===== config.mk =====
export PLATFORM = sky130hd
export DESIGN_NAME = div_sched
export DESIGN_NICKNAME = d
export VERILOG_FILES = /design/src/rtl/div_pkg.sv /design/src/rtl/div_period_gen.sv /design/src/rtl/div_sched.sv
export SDC_FILE = /design/constraint.sdc
export NUM_CORES = 1
export LEC_CHECK = 0
export ABC_AREA = 0
export BUFFER_PORTS_ARGS = -buffer_cell sky130_fd_sc_hd__clkbuf_2
export CORE_MARGIN = 2
export CORE_UTILIZATION = 39
export CTS_CLUSTER_SIZE = 16
export DETAILED_ROUTE_END_ITERATION = 16
export GPL_TIMING_DRIVEN = 0
export PLACE_DENSITY = 0.69
export SKIP_LAST_GASP = 1
export SYNTH_ARGS = -nofsm -noshare
export SYNTH_HDL_FRONTEND = slang
export SYNTH_HIERARCHICAL = 1
export SYNTH_SLANG_ARGS = --single-unit

===== constraint.sdc =====
create_clock -name clk -period 3.4 [get_ports clk]
set_input_delay 0.51 -clock clk [delete_from_list [all_inputs] [get_ports clk]]
set_output_delay 0.51 -clock clk [all_outputs]
set_load 0.03 [all_outputs]

===== src/rtl/div_pkg.sv =====
// -----------------------------------------------------------------------------
// div_pkg
// Shared definitions for the half-integer clock-divider controller.
//   CW_DEF   : default width of the period counter (cfg_half is CW+1 bits)
//   MIN_HALF : smallest legal ratio x2 (ratio 2.0)
//   state_e  : controller FSM states
//   phase_e  : long (A) / short (B) period of an odd ratio x2
// -----------------------------------------------------------------------------
package div_pkg;

    localparam int CW_DEF   = 8;
    localparam int MIN_HALF = 4;

    typedef enum logic {
        IDLE,
        RUN
    } state_e;

    typedef enum logic {
        PH_A,
        PH_B
    } phase_e;

endpackage


===== src/rtl/div_period_gen.sv =====
// -----------------------------------------------------------------------------
// div_period_gen
// Period counter for one output period of length len_i, producing the
// registered period-start tick and divided clock level aligned with the count.
// Ports:
//   clk       in   system clock
//   rst       in   synchronous reset, active-high
//   run_i     in   count enable; low forces count 0 with both outputs low
//   start_i   in   begin a fresh period on the next cycle
//   len_i     in   length P of the period the current count belongs to
//   tick_o    out  high while count == 0
//   clk_div_o out  high while count < P>>1
//   last_o    out  current cycle is the final cycle (count == P-1)
// -----------------------------------------------------------------------------
module div_period_gen
    import div_pkg::*;
#(
    parameter int CW = CW_DEF
) (
    input  logic        clk,
    input  logic        rst,
    input  logic        run_i,
    input  logic        start_i,
    input  logic [CW:0] len_i,
    output logic        tick_o,
    output logic        clk_div_o,
    output logic        last_o
);

    logic [CW-1:0] cnt_q, cnt_d;
    logic          tick_q, tick_d;
    logic          div_q, div_d;

    assign last_o    = ({1'b0, cnt_q} == (len_i - (CW+1)'(1)));
    assign tick_o    = tick_q;
    assign clk_div_o = div_q;

    // len_i only changes at a wrap, and a wrap always lands on count 0 where
    // clk_div is high for every legal length (P >= 2), so the current length
    // is the right one to judge the next count against.
    always_comb begin
        cnt_d  = cnt_q + CW'(1);
        tick_d = 1'b0;
        div_d  = ({1'b0, cnt_d} < (len_i >> 1));
        if (!run_i) begin
            cnt_d  = '0;
            tick_d = 1'b0;
            div_d  = 1'b0;
        end else if (start_i || last_o) begin
            cnt_d  = '0;
            tick_d = 1'b1;
            div_d  = 1'b1;
        end
    end

    always_ff @(posedge clk) begin
        if (rst) begin
            cnt_q  <= '0;
            tick_q <= 1'b0;
            div_q  <= 1'b0;
        end else begin
            cnt_q  <= cnt_d;
            tick_q <= tick_d;
            div_q  <= div_d;
        end
    end

endmodule


===== src/rtl/div_sched.sv =====
// -----------------------------------------------------------------------------
// div_sched
// Programmable half-integer clock-divider controller. The ratio is cur_half/2;
// odd cur_half alternates a long period A (L+1) and short period B (L), with
// L = cur_half>>1. New ratios arrive through a valid/ready handshake and take
// effect only at a period boundary that leads into phase A, or on stopping.
// Ports:
//   clk        in   system clock
//   rst        in   synchronous reset, active-high
//   en         in   run enable
//   cfg_valid  in   new ratio offered
//   cfg_ready  out  no ratio is pending
//   cfg_half   in   requested ratio x2 (legal: >= MIN_HALF)
//   cfg_err    out  one-cycle pulse after an illegal ratio is accepted
//   cur_half   out  ratio x2 in effect
//   busy       out  FSM in RUN
//   tick       out  cycle 0 of every output period
//   clk_div    out  divided clock level
// -----------------------------------------------------------------------------
module div_sched
    import div_pkg::*;
#(
    parameter int CW           = CW_DEF,
    parameter int DEFAULT_HALF = 11
) (
    input  logic        clk,
    input  logic        rst,
    input  logic        en,
    input  logic        cfg_valid,
    output logic        cfg_ready,
    input  logic [CW:0] cfg_half,
    output logic        cfg_err,
    output logic [CW:0] cur_half,
    output logic        busy,
    output logic        tick,
    output logic        clk_div
);

    state_e      state_q, state_d;
    phase_e      phase_q, phase_d;
    logic [CW:0] cur_half_q, cur_half_d;
    logic [CW:0] pend_q, pend_d;
    logic        pend_vld_q, pend_vld_d;
    logic        cfg_err_q, cfg_err_d;

    logic        odd;
    logic [CW:0] half_len;
    logic [CW:0] per_len;
    logic        last;
    logic        running;
    logic        bnd_a;
    logic        xfer;
    logic        illegal;

    assign odd      = cur_half_q[0];
    assign half_len = cur_half_q >> 1;
    assign per_len  = (odd && (phase_q == PH_A)) ? half_len + (CW+1)'(1) : half_len;

    assign running  = (state_q == RUN) && en;
    // Boundary whose following period is phase A: any period end for an even
    // ratio, only the end of period B for an odd one.
    assign bnd_a    = running && last && (!odd || (phase_q == PH_B));

    assign xfer     = cfg_valid && !pend_vld_q;
    assign illegal  = (cfg_half < (CW+1)'(MIN_HALF));

    assign cfg_ready = !pend_vld_q;
    assign cfg_err   = cfg_err_q;
    assign cur_half  = cur_half_q;
    assign busy      = (state_q == RUN);

    div_period_gen #(
        .CW(CW)
    ) u_period (
        .clk       (clk),
        .rst       (rst),
        .run_i     (en),
        .start_i   (state_q == IDLE),
        .len_i     (per_len),
        .tick_o    (tick),
        .clk_div_o (clk_div),
        .last_o    (last)
    );

    always_comb begin
        state_d    = state_q;
        phase_d    = PH_A;
        cur_half_d = cur_half_q;
        pend_d     = pend_q;
        pend_vld_d = pend_vld_q;
        cfg_err_d  = 1'b0;

        case (state_q)
            IDLE:    if (en)  state_d = RUN;
            RUN:     if (!en) state_d = IDLE;
            default: state_d = IDLE;
        endcase

        if (running) begin
            if (!last) begin
                phase_d = phase_q;
            end else if (odd && (phase_q == PH_A)) begin
                phase_d = PH_B;
            end
        end

        // While running the value has to wait for a safe boundary; otherwise
        // (idle, or stopping this cycle) it can take effect straight away.
        if (xfer) begin
            if (illegal) begin
                cfg_err_d = 1'b1;
            end else if (running) begin
                pend_d     = cfg_half;
                pend_vld_d = 1'b1;
            end else begin
                cur_half_d = cfg_half;
            end
        end

        if (pend_vld_q && (bnd_a || ((state_q == RUN) && !en))) begin
            cur_half_d = pend_q;
            pend_vld_d = 1'b0;
        end
    end

    always_ff @(posedge clk) begin
        if (rst) begin
            state_q    <= IDLE;
            phase_q    <= PH_A;
            cur_half_q <= (CW+1)'(DEFAULT_HALF);
            pend_q     <= '0;
            pend_vld_q <= 1'b0;
            cfg_err_q  <= 1'b0;
        end else begin
            state_q    <= state_d;
            phase_q    <= phase_d;
            cur_half_q <= cur_half_d;
            pend_q     <= pend_d;
            pend_vld_q <= pend_vld_d;
            cfg_err_q  <= cfg_err_d;
        end
    end

endmodule


==> results_dict.tcl, run 1 <==
set metrics [dict create \
    track_usage 0.1790 \
    fin_nets 306 \
    cp_top_family "simple AND/OR/NAND/NOR gates" \
    synth_top_area_cell "dfxtp_1" \
    power.total_mw 0.9644 \
    dp_slack_ns -0.4974 \
    grt_pass1_wl_mm 7.734 \
    avgSynthCellArea_um2 8.362 \
    start_util 0.3980 \
    row_count 26 \
    maxCapViolCount 0 \
    power_density_nw_per_um2 374.2 \
    cts_tree "done" \
    r2r_setup_slack_ns 0.13 \
    grt.overflow.total 0 \
    yosys_warnings 6 \
    crit_chain "ha_1, nand3_2, nor2_4, nand3_1, xnor2_2, buf_4, xnor2_1, xnor2_1, and4_1, buf_4, and2_2, nor2b_2, a211oi_2, buf_4, nor4_1, a311oi_1" \
    via_per_inst 5.187 \
    synth_cell_type_count 45 \
    cp_max_fo 9 \
    root_buffer "clkbuf_8" \
    coreArea_um2 5042 \
    ir_worst_vdd_mv 0.2569 \
    drc 0 \
    post_drt_wl_per_cell_um 13.97 \
    layout-drive-gt1-share 0.3004 \
    io_pins 27 \
    io_buffers 26 \
    critPathRequiredTime_ns 3.59 \
    final_hold_viol_count 0 \
    cts_buffers 5 \
    crit_type "reg -> reg" \
    worst_slack_ns 0.1263 \
    holdWs_ns 0.4804 \
    diodes 0 \
    crit_slowest_cell "dfxtp_4" \
    synth_area_leaders "dfxtp_1 32%, xnor2_1 8.3%, ha_1 6.2%" \
    synthToLayoutAreaGrowth_pct 28.43 \
    fin_area_um2 2577 \
    setup_violations 0 \
    yosysSeqAreaShare 0.3192 \
    period_needed_ns 3.274 \
    die_x_um 75.74 \
    clock-sinks 32 \
    die-area_um2 5736 \
    post-place-cells 336 \
    clockBufferDepth 2 \
    netlist_area_um2 2007 \
    dp_hpwl_mm 3.404 \
    mappedNetlistNets 263 \
    yosysTopAreaCellShare 0.3192 \
    vias 1831 \
    grt_start_max_net_pins 11 \
    fin_cells 353 \
    worstSetupEndpointType "register" \
    cts.reportedPaths.clkPinSlew_ns 0.07 \
    die_h_um 75.74 \
    drt-pass1-iter-count 4 \
    globalplace.congestion 0.8240 \
    grt_pass1_vias 1675 \
    placed_cell_area_um2 2225 \
    worstPathArrival_ns 3.46 \
    tns_ns 0 \
    p_leak_nw 1.030 \
    worst_skew_pair.late_latency_ns 0.29 \
    slew_headroom 0.5093 \
    synth-seq-cells 32 \
    worst_slew_pin_slew_ns 0.7360 \
    drt-initial-drc-count 62 \
    antenna_found_initial 0 \
    htreeDepth 2 \
    worst-path-buf-inv 3 \
    slew_viol_final 0 \
    crit_path_start_kind "register" \
    clock_skew_ns 0.002829 \
    netlist_instances 240 \
    drt_wl_total_mm 4.933 \
    hold_path_class "in -> reg" \
    fmax_ghz 0.3055 \
    ant_nets 0 \
    crit_top_cell "buf_4" \
    final_util 0.5112 \
    min_period_over_period 0.9629 \
    cp_slowest_stage_delay_ns 0.37 \
    status "complete, no violations" \
]
[flip-flops by register name, summed over array words and instances, names as in the netlist]
name / count
busy: 1
u_period/cnt_q: 8
u_period/clk_div_o: 1
pend_q: 9
cfg_err: 1
u_period/tick_o: 1
pend_vld_q: 1
cur_half: 9
phase_q: 1
[logic make-up (layout without fill, tap and decap cells)]
logic type                 Yosys count  count (layout)  share of synthesized area
AOI/OAI and AO/OA                   42              42                     0.1609
and+or+nand+nor                     99              99                     0.2506
xor gates and xnor gates            23              23                     0.1004
buffers and inverters               24              67                    0.05673
muxes                               10              10                    0.04988
DFF                                 32              32                     0.3192
adders and majority gates           10              10                    0.06234
[cell usage after synthesis (all sizes together)]
master / n
o211a: 1
nor4: 4
a211oi: 7
o211ai: 2
a311oi: 1
nor3: 17
o31ai: 1
xnor2: 19
xor2: 4
and3: 2
or4: 1
nor2: 23
a21oi: 8
o21ai: 6
a211o: 2
buf: 4
nand2b: 2
a21boi: 1
nand4: 7
mux2i: 10
o2111a: 1
a22o: 1
nand3: 6
nand2: 23
a311o: 1
ha: 10
clkbuf: 6
a221oi: 7
or2: 1
o21a: 2
nor3b: 1
a21o: 1
nor2b: 6
and2: 2
inv: 14
nand3b: 1
dfxtp: 32
and4: 1
or3: 2
[tightest hold or removal path: cells and delay by family]
kind	cells	cell delay [ns]
buffers and inverters	1	0.09
muxes	1	0.06
and+or+nand+nor	1	0.08
[report_power, final]
part           switching [mW]  internal, mW  total [mW]
registers              0.0180         0.388       0.406
logic                   0.135         0.101       0.236
clock network           0.142         0.180       0.323
[area by class of cell]
| type | instances | area, um2 |
|---|---|---|
| clock buffer | 7 | 96.34 |
| timing repair buffer | 37 | 212.7 |
| buffer | 9 | 63.81 |
| multi-input combinational | 184 | 1410 |
| sequential | 32 | 654.4 |
| tap | 70 | 87.58 |
| inverter | 14 | 52.55 |
| fill | 460 | 2465 |
[repair_timing]
item / in CTS / in global routing
setup endpoints to repair: 10 / 10
cloned: 1 / 0
gates resized for setup: 10 / 33
pin swaps: 1 / 6
buffers inserted: 1 / 9
hold buffers: 0 / 0
[worst paths after layout]
path | start | endpoint | cells past startpoint
worst max register to register | cur_half[2]$_SDFFE_PP0P_ | cur_half[0]$_SDFFE_PP1P_ | 16
worst min register to register | pend_q[2]$_SDFFE_PP0P_ | cur_half[2]$_SDFFE_PP0P_ | 2
worst max-delay path | cur_half[2]$_SDFFE_PP0P_ | cur_half[0]$_SDFFE_PP1P_ | 16
worst min-delay path | cfg_half[0] | pend_q[0]$_SDFFE_PP0P_ | 3
[routing by layer]
metal	track usage	part of all wire	vias up
met5	0	0	-
met4	0.06628	0.011	0
met3	0.03968	0.024	5
met2	0.2918	0.50	27
met1	0.2322	0.46	859
li1	-	-	940
[cells in the final DEF, fill, tap and decap left out, types with 3 or more instances in the layout]
cell type   n
o21ai_0     6
nor2b_1     4
dfxtp_1    27
nand3_1     5
clkbuf_2   26
clkbuf_1    4
nor3_2      4
nor2_1     22
xnor2_1    13
buf_6       3
dfxtp_4     3
xor2_1      3
clkbuf_8    7
nor3_1     13
nand2_1    22
a221oi_1    5
a211oi_2    5
xnor2_2     4
ha_1       10
inv_1      14
buf_4      13
nand4_1     7
mux2i_1    10
a21oi_1     8
Power figures use the tool's default switching activity.
==> run 2: changes to the inputs <==
- CORE_UTILIZATION: 39 -> 45
- PLACE_DENSITY: 0.69 -> 0.76
==> run 2 against run 1 <==
- setup slack better by 0.049 ns
- first-iteration DRC count down 13%
- fmax up 1.5%
- clock skew up 0.0095 ns
- routed wire length down 3.0%
- total power down 3.6%
- sequential share of layout area up 0.84 points
- utilization up 6.8 points
- critical endpoint is now cur_half[3]$_SDFFE_PP1P_
- via count up 0.71%
- clock-buffer cell count down 2
- cell area down 2.8%
==> results_dict.tcl, run 2 (synthesis gave the netlist of run 1 again) <==
set metrics [dict create \
    status "complete, no violations" \
    dp_slack_ns -0.3850 \
    track_usage 0.2004 \
    power.total_mw 0.9295 \
    worst_skew_pair.late_latency_ns 0.29 \
    power_frac_clock 0.320 \
    root_buffer "clkbuf_8" \
    setup_violations 0 \
    grt_start_max_net_pins 13 \
    critPathRequiredTime_ns 3.59 \
    holdPathEnd "pend_q[1]$_SDFFE_PP0P_" \
    final_hold_viol_count 0 \
    highest_layer "met4" \
    layout-drive-gt1-share 0.2744 \
    drc 0 \
    cts_buffers 5 \
    min_period_over_period 0.9484 \
    cts_hold_buf 0 \
    diodes 0 \
    fillers 411 \
    cp_max_fo 9 \
    vias 1844 \
    antenna_found_initial 0 \
    htreeDepth 2 \
    whs_path_depth 3 \
    grt_pass1_vias 1718 \
    post_drt_wl_per_cell_um 14.55 \
    drt-pass1-iter-count 4 \
    worstReg2RegEnd "cur_half[3]$_SDFFE_PP1P_" \
    tns_ns 0 \
    met1_length_mm 2.116 \
    synthToLayoutAreaGrowth_pct 24.81 \
    final_cell_mix "27 x dfxtp_1, 26 x clkbuf_2, 23 x nand2_1" \
    ir_worst_vdd_mv 0.2987 \
    slew_headroom 0.4709 \
    worst_slack_ns 0.1755 \
    r2r_setup_slack_ns 0.18 \
    via_per_inst 5.605 \
    io_pins 27 \
    start_util 0.4641 \
    clock-sinks 32 \
    fmax_ghz 0.3101 \
    globalplace.congestion 0.8191 \
    power.share.combinational 0.243 \
    fin_nets 299 \
    die_h_um 70.78 \
    drt_wl_total_mm 4.786 \
    worstPathArrival_ns 3.41 \
    ant_nets 0 \
    die_x_um 70.78 \
    slew_viol_final 0 \
    min_from "cfg_half[1]" \
    worst_slew_pin_slew_ns 0.7937 \
    swShare 0.3247 \
    grt_pass1_wl_mm 8.010 \
    rr_worst_depth 13 \
    die-area_um2 5010 \
    met3_length_um 149 \
    cts_tree "done" \
    p_leak_nw 0.9854 \
    holdWs_ns 0.4834 \
    fin_area_um2 2505 \
    coreArea_um2 4324 \
    grt.overflow.total 0 \
    switchingPower_mw 0.3018 \
    internal_power_mw 0.6277 \
    p_seq_frac 0.438 \
    maxCapViolCount 0 \
    cts.reportedPaths.clkPinSlew_ns 0.08 \
    crit_path_start_kind "register" \
    row_count 24 \
    worstSetupEndpointType "register" \
    placed_cell_area_um2 2202 \
    r2r_start "cur_half[0]$_SDFFE_PP1P_" \
    hold_path_class "in -> reg" \
    crit_type "reg -> reg" \
    clock_skew_ns 0.01232 \
    clockBufferDepth 2 \
    mostFrequentLayoutCell "dfxtp_1" \
    wl_met2_mm 2.454 \
    power_density_nw_per_um2 371.1 \
    drt-initial-drc-count 54 \
    io_buffers 26 \
    dp_hpwl_mm 3.413 \
    period_needed_ns 3.225 \
]
==> run 2: cell types whose count changed in the layout (fill, tap and decap cells not counted), sizes merged <==
cell	before	now
clkinvlp	0	2
clkbuf	37	36
clkinv	0	1
buf	16	8
==> run 2: what timing repair did <==
action,CTS,global route
cloned,0,0
resized for setup,15,28
pin swaps,1,7
endpoints found under the setup margin,10,10
buffers inserted,0,4
==> run 2: final cells by class <==
type | instances | area, um2 | area share
plain buffers | 9 | 67.56 | 0.02697
clock buffers | 5 | 68.82 | 0.02747
clock inverters | 3 | 23.77 | 0.009491
inverters | 14 | 52.55 | 0.02098
multi-input cells | 184 | 1410 | 0.5629
flip-flops and latches | 32 | 656.9 | 0.2622
well taps | 52 | 65.06 | 0.02597
repair buffers | 30 | 160.2 | 0.06394
==> run 2: worst max path at each step <==
stage | cells after the start | slack (ns) | startpoint | end
after floorplan | 14 | 0.02 | cur_half[0]$_SDFFE_PP1P_ | cur_half[0]$_SDFFE_PP1P_
after detailed placement | 14 | -0.38 | cur_half[0]$_SDFFE_PP1P_ | cur_half[0]$_SDFFE_PP1P_
after global routing | 13 | -0.02 | cur_half[0]$_SDFFE_PP1P_ | cur_half[3]$_SDFFE_PP1P_
after global placement | 14 | -0.36 | cur_half[0]$_SDFFE_PP1P_ | cur_half[0]$_SDFFE_PP1P_
after CTS | 16 | 0.01 | cur_half[1]$_SDFFE_PP1P_ | cur_half[8]$_SDFFE_PP0P_
final | 13 | 0.18 | cur_half[0]$_SDFFE_PP1P_ | cur_half[3]$_SDFFE_PP1P_
==> run 2: power by group through the flow <==
stage          clock [mW]  sequential (mW)  combinational, mW
6_report            0.297            0.407              0.225
2_1_floorplan           0            0.428              0.131
3_5_place_dp            0            0.412              0.197
5_1_grt             0.326            0.409              0.249
3_3_place_gp            0            0.412              0.193
4_1_cts             0.314            0.406              0.207
==> run 2: through the flow <==
step                      instances    util
after floorplan                 240       -
after global placement          318  0.5093
after detailed placement        318  0.5093
after CTS                       325  0.5486
after global routing            329  0.5793
final                           329  0.5793
==> run 2: routing by layer <==
metal,vias up,GRT usage
li1,935,-
met1,874,0.2473
met2,28,0.3385
met3,7,0.04843
met4,0,0.07547
met5,-,0
==> run 2: critical path, cell delays in order, from the launching register on <==
cell      delay (ns)
dfxtp_4         0.37
nor2b_4         0.20
nand4_1         0.24
xnor2_4         0.26
nor4_4          0.37
o211ai_1        0.15
a211o_1         0.32
or2_1           0.24
buf_6           0.14
and2_4          0.15
nor2b_4         0.12
a211oi_2        0.06
a22o_1          0.19
a311o_1         0.30
==> run 3: changes to the inputs <==
--- a/config.mk
+++ b/config.mk
@@ -7,3 +7,3 @@
 export LEC_CHECK = 0
-export ABC_AREA = 0
+export ABC_AREA = 1
 export BUFFER_PORTS_ARGS = -buffer_cell sky130_fd_sc_hd__clkbuf_2
@@ -14,3 +14,3 @@
 export GPL_TIMING_DRIVEN = 0
-export PLACE_DENSITY = 0.76
+export PLACE_DENSITY = 0.75
 export SKIP_LAST_GASP = 1
--- a/constraint.sdc
+++ b/constraint.sdc
@@ -3,2 +3,2 @@
 set_output_delay 0.51 -clock clk [all_outputs]
-set_load 0.03 [all_outputs]
+set_load 0.05 [all_outputs]
==> run 3 against run 2 <==
- sequential power is essentially flat
- via count grew 11%
- routed wire length shrank 6.5%
- sequential share of layout area shrank 1.3 points
- fmax grew 16%
- combinational power grew 21%
- critical endpoint is now cur_half[2]$_SDFFE_PP0P_
- largest power group is now the clock network
==> results_dict.tcl, run 3 <==
set metrics [dict create \
    status "complete, no violations" \
    synth_commonest_cells "93 x nand2_1, 59 x inv_1, 59 x nor2_1, 32 x dfxtp_1, 29 x nand3_1" \
    p_leak_nw 1.429 \
    drt_wl_total_mm 4.473 \
    cts_resized 0 \
    worst_skew_pair.late_latency_ns 0.29 \
    vias 2046 \
    start_util 0.4682 \
    cp_max_fo 10 \
    cts_tree "done" \
    cts_hold_buf 0 \
    clockBufferDepth 2 \
    clock-sinks 32 \
    final_hold_viol_count 0 \
    min_period_over_period 0.8148 \
    io_buffers 26 \
    yosysTopAreaCellShare 0.2878 \
    grt.overflow.total 0 \
    ir_worst_vdd_mv 0.1800 \
    track_usage 0.1813 \
    worst_slack_ns 0.6295 \
    cts_buffers 5 \
    root_buffer "clkbuf_8" \
    synth_flop_cell "dfxtp_1" \
    crit_path_start_kind "register" \
    period_needed_ns 2.770 \
    coreArea_um2 4755 \
    synth-seq-cells 32 \
    synthToLayoutAreaGrowth_pct 15.29 \
    via_per_inst 4.527 \
    power_density_nw_per_um2 422.7 \
    synth_area_leaders "dfxtp_1 29%, nand2_1 16%, inv_1 9.9%" \
    die_h_um 74.33 \
    globalplace.congestion 0.8245 \
    hold_path_class "in -> reg" \
    ant_nets 0 \
    dp_slack_ns 0.6424 \
    row_count 25 \
    grt_pass1_vias 1819 \
    clock_skew_ns 0.004613 \
    fin_nets 407 \
    yosysSeqAreaShare 0.2878 \
    slew_viol_final 0 \
    fillers 486 \
    avgSynthCellArea_um2 6.342 \
    die-area_um2 5525 \
    post_drt_wl_per_cell_um 9.896 \
    io_pins 27 \
    yosys_warnings 6 \
    dp_hpwl_mm 3.623 \
    drt-initial-drc-count 77 \
    grt_pass1_wl_mm 7.783 \
    drt-pass1-iter-count 4 \
    fmax_ghz 0.3610 \
    rsz0062_at_grt "false" \
    tns_ns 0 \
    postCtsSetupRepairBufs 0 \
    drc 0 \
    worst_slew_pin_slew_ns 0.4932 \
    netlist_area_um2 2226 \
    synth_edf_count 0 \
    htreeDepth 2 \
    mostFrequentLayoutCell "nand2_1" \
    worstPathArrival_ns 2.96 \
    setup_violations 0 \
    async_flop_share 0 \
    antenna_found_initial 0 \
    netlist_instances 351 \
    critPathRequiredTime_ns 3.59 \
    grt_start_max_net_pins 11 \
    mappedNetlistNets 374 \
    final_cell_mix "93 x nand2_1, 59 x inv_1, 59 x nor2_1" \
    crit_type "reg -> reg" \
    slew_headroom 0.6701 \
    maxCapViolCount 0 \
    synth_most_common_cell "nand2_1" \
    cts.reportedPaths.clkPinSlew_ns 0.07 \
    diodes 0 \
    die_x_um 74.33 \
    synth_top_area_cell "dfxtp_1" \
    worstSetupEndpointType "register" \
    layout-drive-gt1-share 0.1584 \
    synth_cell_type_count 26 \
]
## run 3: cell types whose count changed in the layout (fill, tap and decap cells not counted), sizes merged, moves of 10 or more
| cell | previous run | this run |
|---|---|---|
| inv | 14 | 64 |
| mux2i | 10 | 0 |
| nand2 | 23 | 102 |
| nand3 | 6 | 33 |
| nor2 | 23 | 63 |
| nor3 | 17 | 2 |
| xnor2 | 19 | 4 |
| xor2 | 4 | 14 |
## run 3: metrics by stage
step / util / hold slack, ns / power, mW / area, um2 / instances
global placement: 0.5132 / 0.4630 / 0.6798 / 2440 / 444
floorplan: - / 0.4523 / 0.6274 / 2226 / 351
global route: 0.5397 / 0.4713 / 1.147 / 2566 / 452
detailed placement: 0.5132 / 0.4697 / 0.6872 / 2440 / 444
finish: 0.5397 / 0.4681 / 1.085 / 2566 / 452
CTS: 0.5397 / 0.4548 / 1.100 / 2566 / 452
## run 3: critical path, cell delays in order (launching register included)
cell     delay (ns)
dfxtp_1        0.39
inv_1          0.07
nor2_2         0.13
nand2_1        0.13
nor3_4         0.18
xor2_1         0.39
inv_2          0.11
nand2_1        0.12
nor2_1         0.06
nand2_1        0.05
nand2_1        0.04
nand2_1        0.05
nand2_1        0.04
inv_1          0.05
nand3_2        0.12
inv_1          0.11
nand2_2        0.07
nand2_2        0.07
nand2_4        0.07
buf_6          0.14
nand2_4        0.06
nand2_4        0.07
nor2_1         0.11
nor2_1         0.04
## run 3: worst paths after layout
check / startpoint / cells after the start / slack [ns] / to
worst min register to register: pend_vld_q$_SDFFE_PP0P_ / 2 / 0.47 / pend_vld_q$_SDFFE_PP0P_
worst max-delay path: cur_half[0]$_SDFFE_PP1P_ / 23 / 0.63 / cur_half[2]$_SDFFE_PP0P_
worst min-delay path: rst / 2 / 0.47 / cfg_err$_SDFF_PP0_
worst max register to register: cur_half[0]$_SDFFE_PP1P_ / 23 / 0.63 / cur_half[2]$_SDFFE_PP0P_
## run 3: layout make-up
class | instances | area [um2] | share of cell area
buffer | 5 | 48.80 | 0.01902
clock buffer | 7 | 96.34 | 0.03754
clock inverter | 1 | 30.03 | 0.01170
inverter | 65 | 244.0 | 0.09508
multi-input combinational | 249 | 1292 | 0.5037
sequential | 32 | 640.6 | 0.2496
tap | 67 | 83.83 | 0.03267
timing repair buffer | 26 | 130.1 | 0.05071
## run 3: per-layer routing
layer  global-route usage  part of all wire  vias up  routed length, um
met5                    0                 0        -                  0
met2               0.3264              0.51       24               2280
met3              0.03930             0.028        9                125
li1                     -                 -     1127                  -
met1               0.2064              0.44      886               1978
met4              0.07738             0.020        0                 89
## run 3: report_power, final
group | total, mW | switching [mW] | leakage, nW | internal (mW)
sequential | 0.404 | 0.0126 | 0.262 | 0.392
clock | 0.407 | 0.149 | 0.0645 | 0.259
combinational | 0.273 | 0.187 | 1.10 | 0.0860
total | 1.08 | 0.348 | 1.43 | 0.736
## run 3: cell families after synthesis
logic type      count (synthesis)  synth area share
compound gates                 19           0.04722
xor+xnor                       18           0.07083
fa+ha+maj                      10           0.05621
buf+inv                        70            0.1315
flops                          32            0.2878
simple gates                  202            0.4064
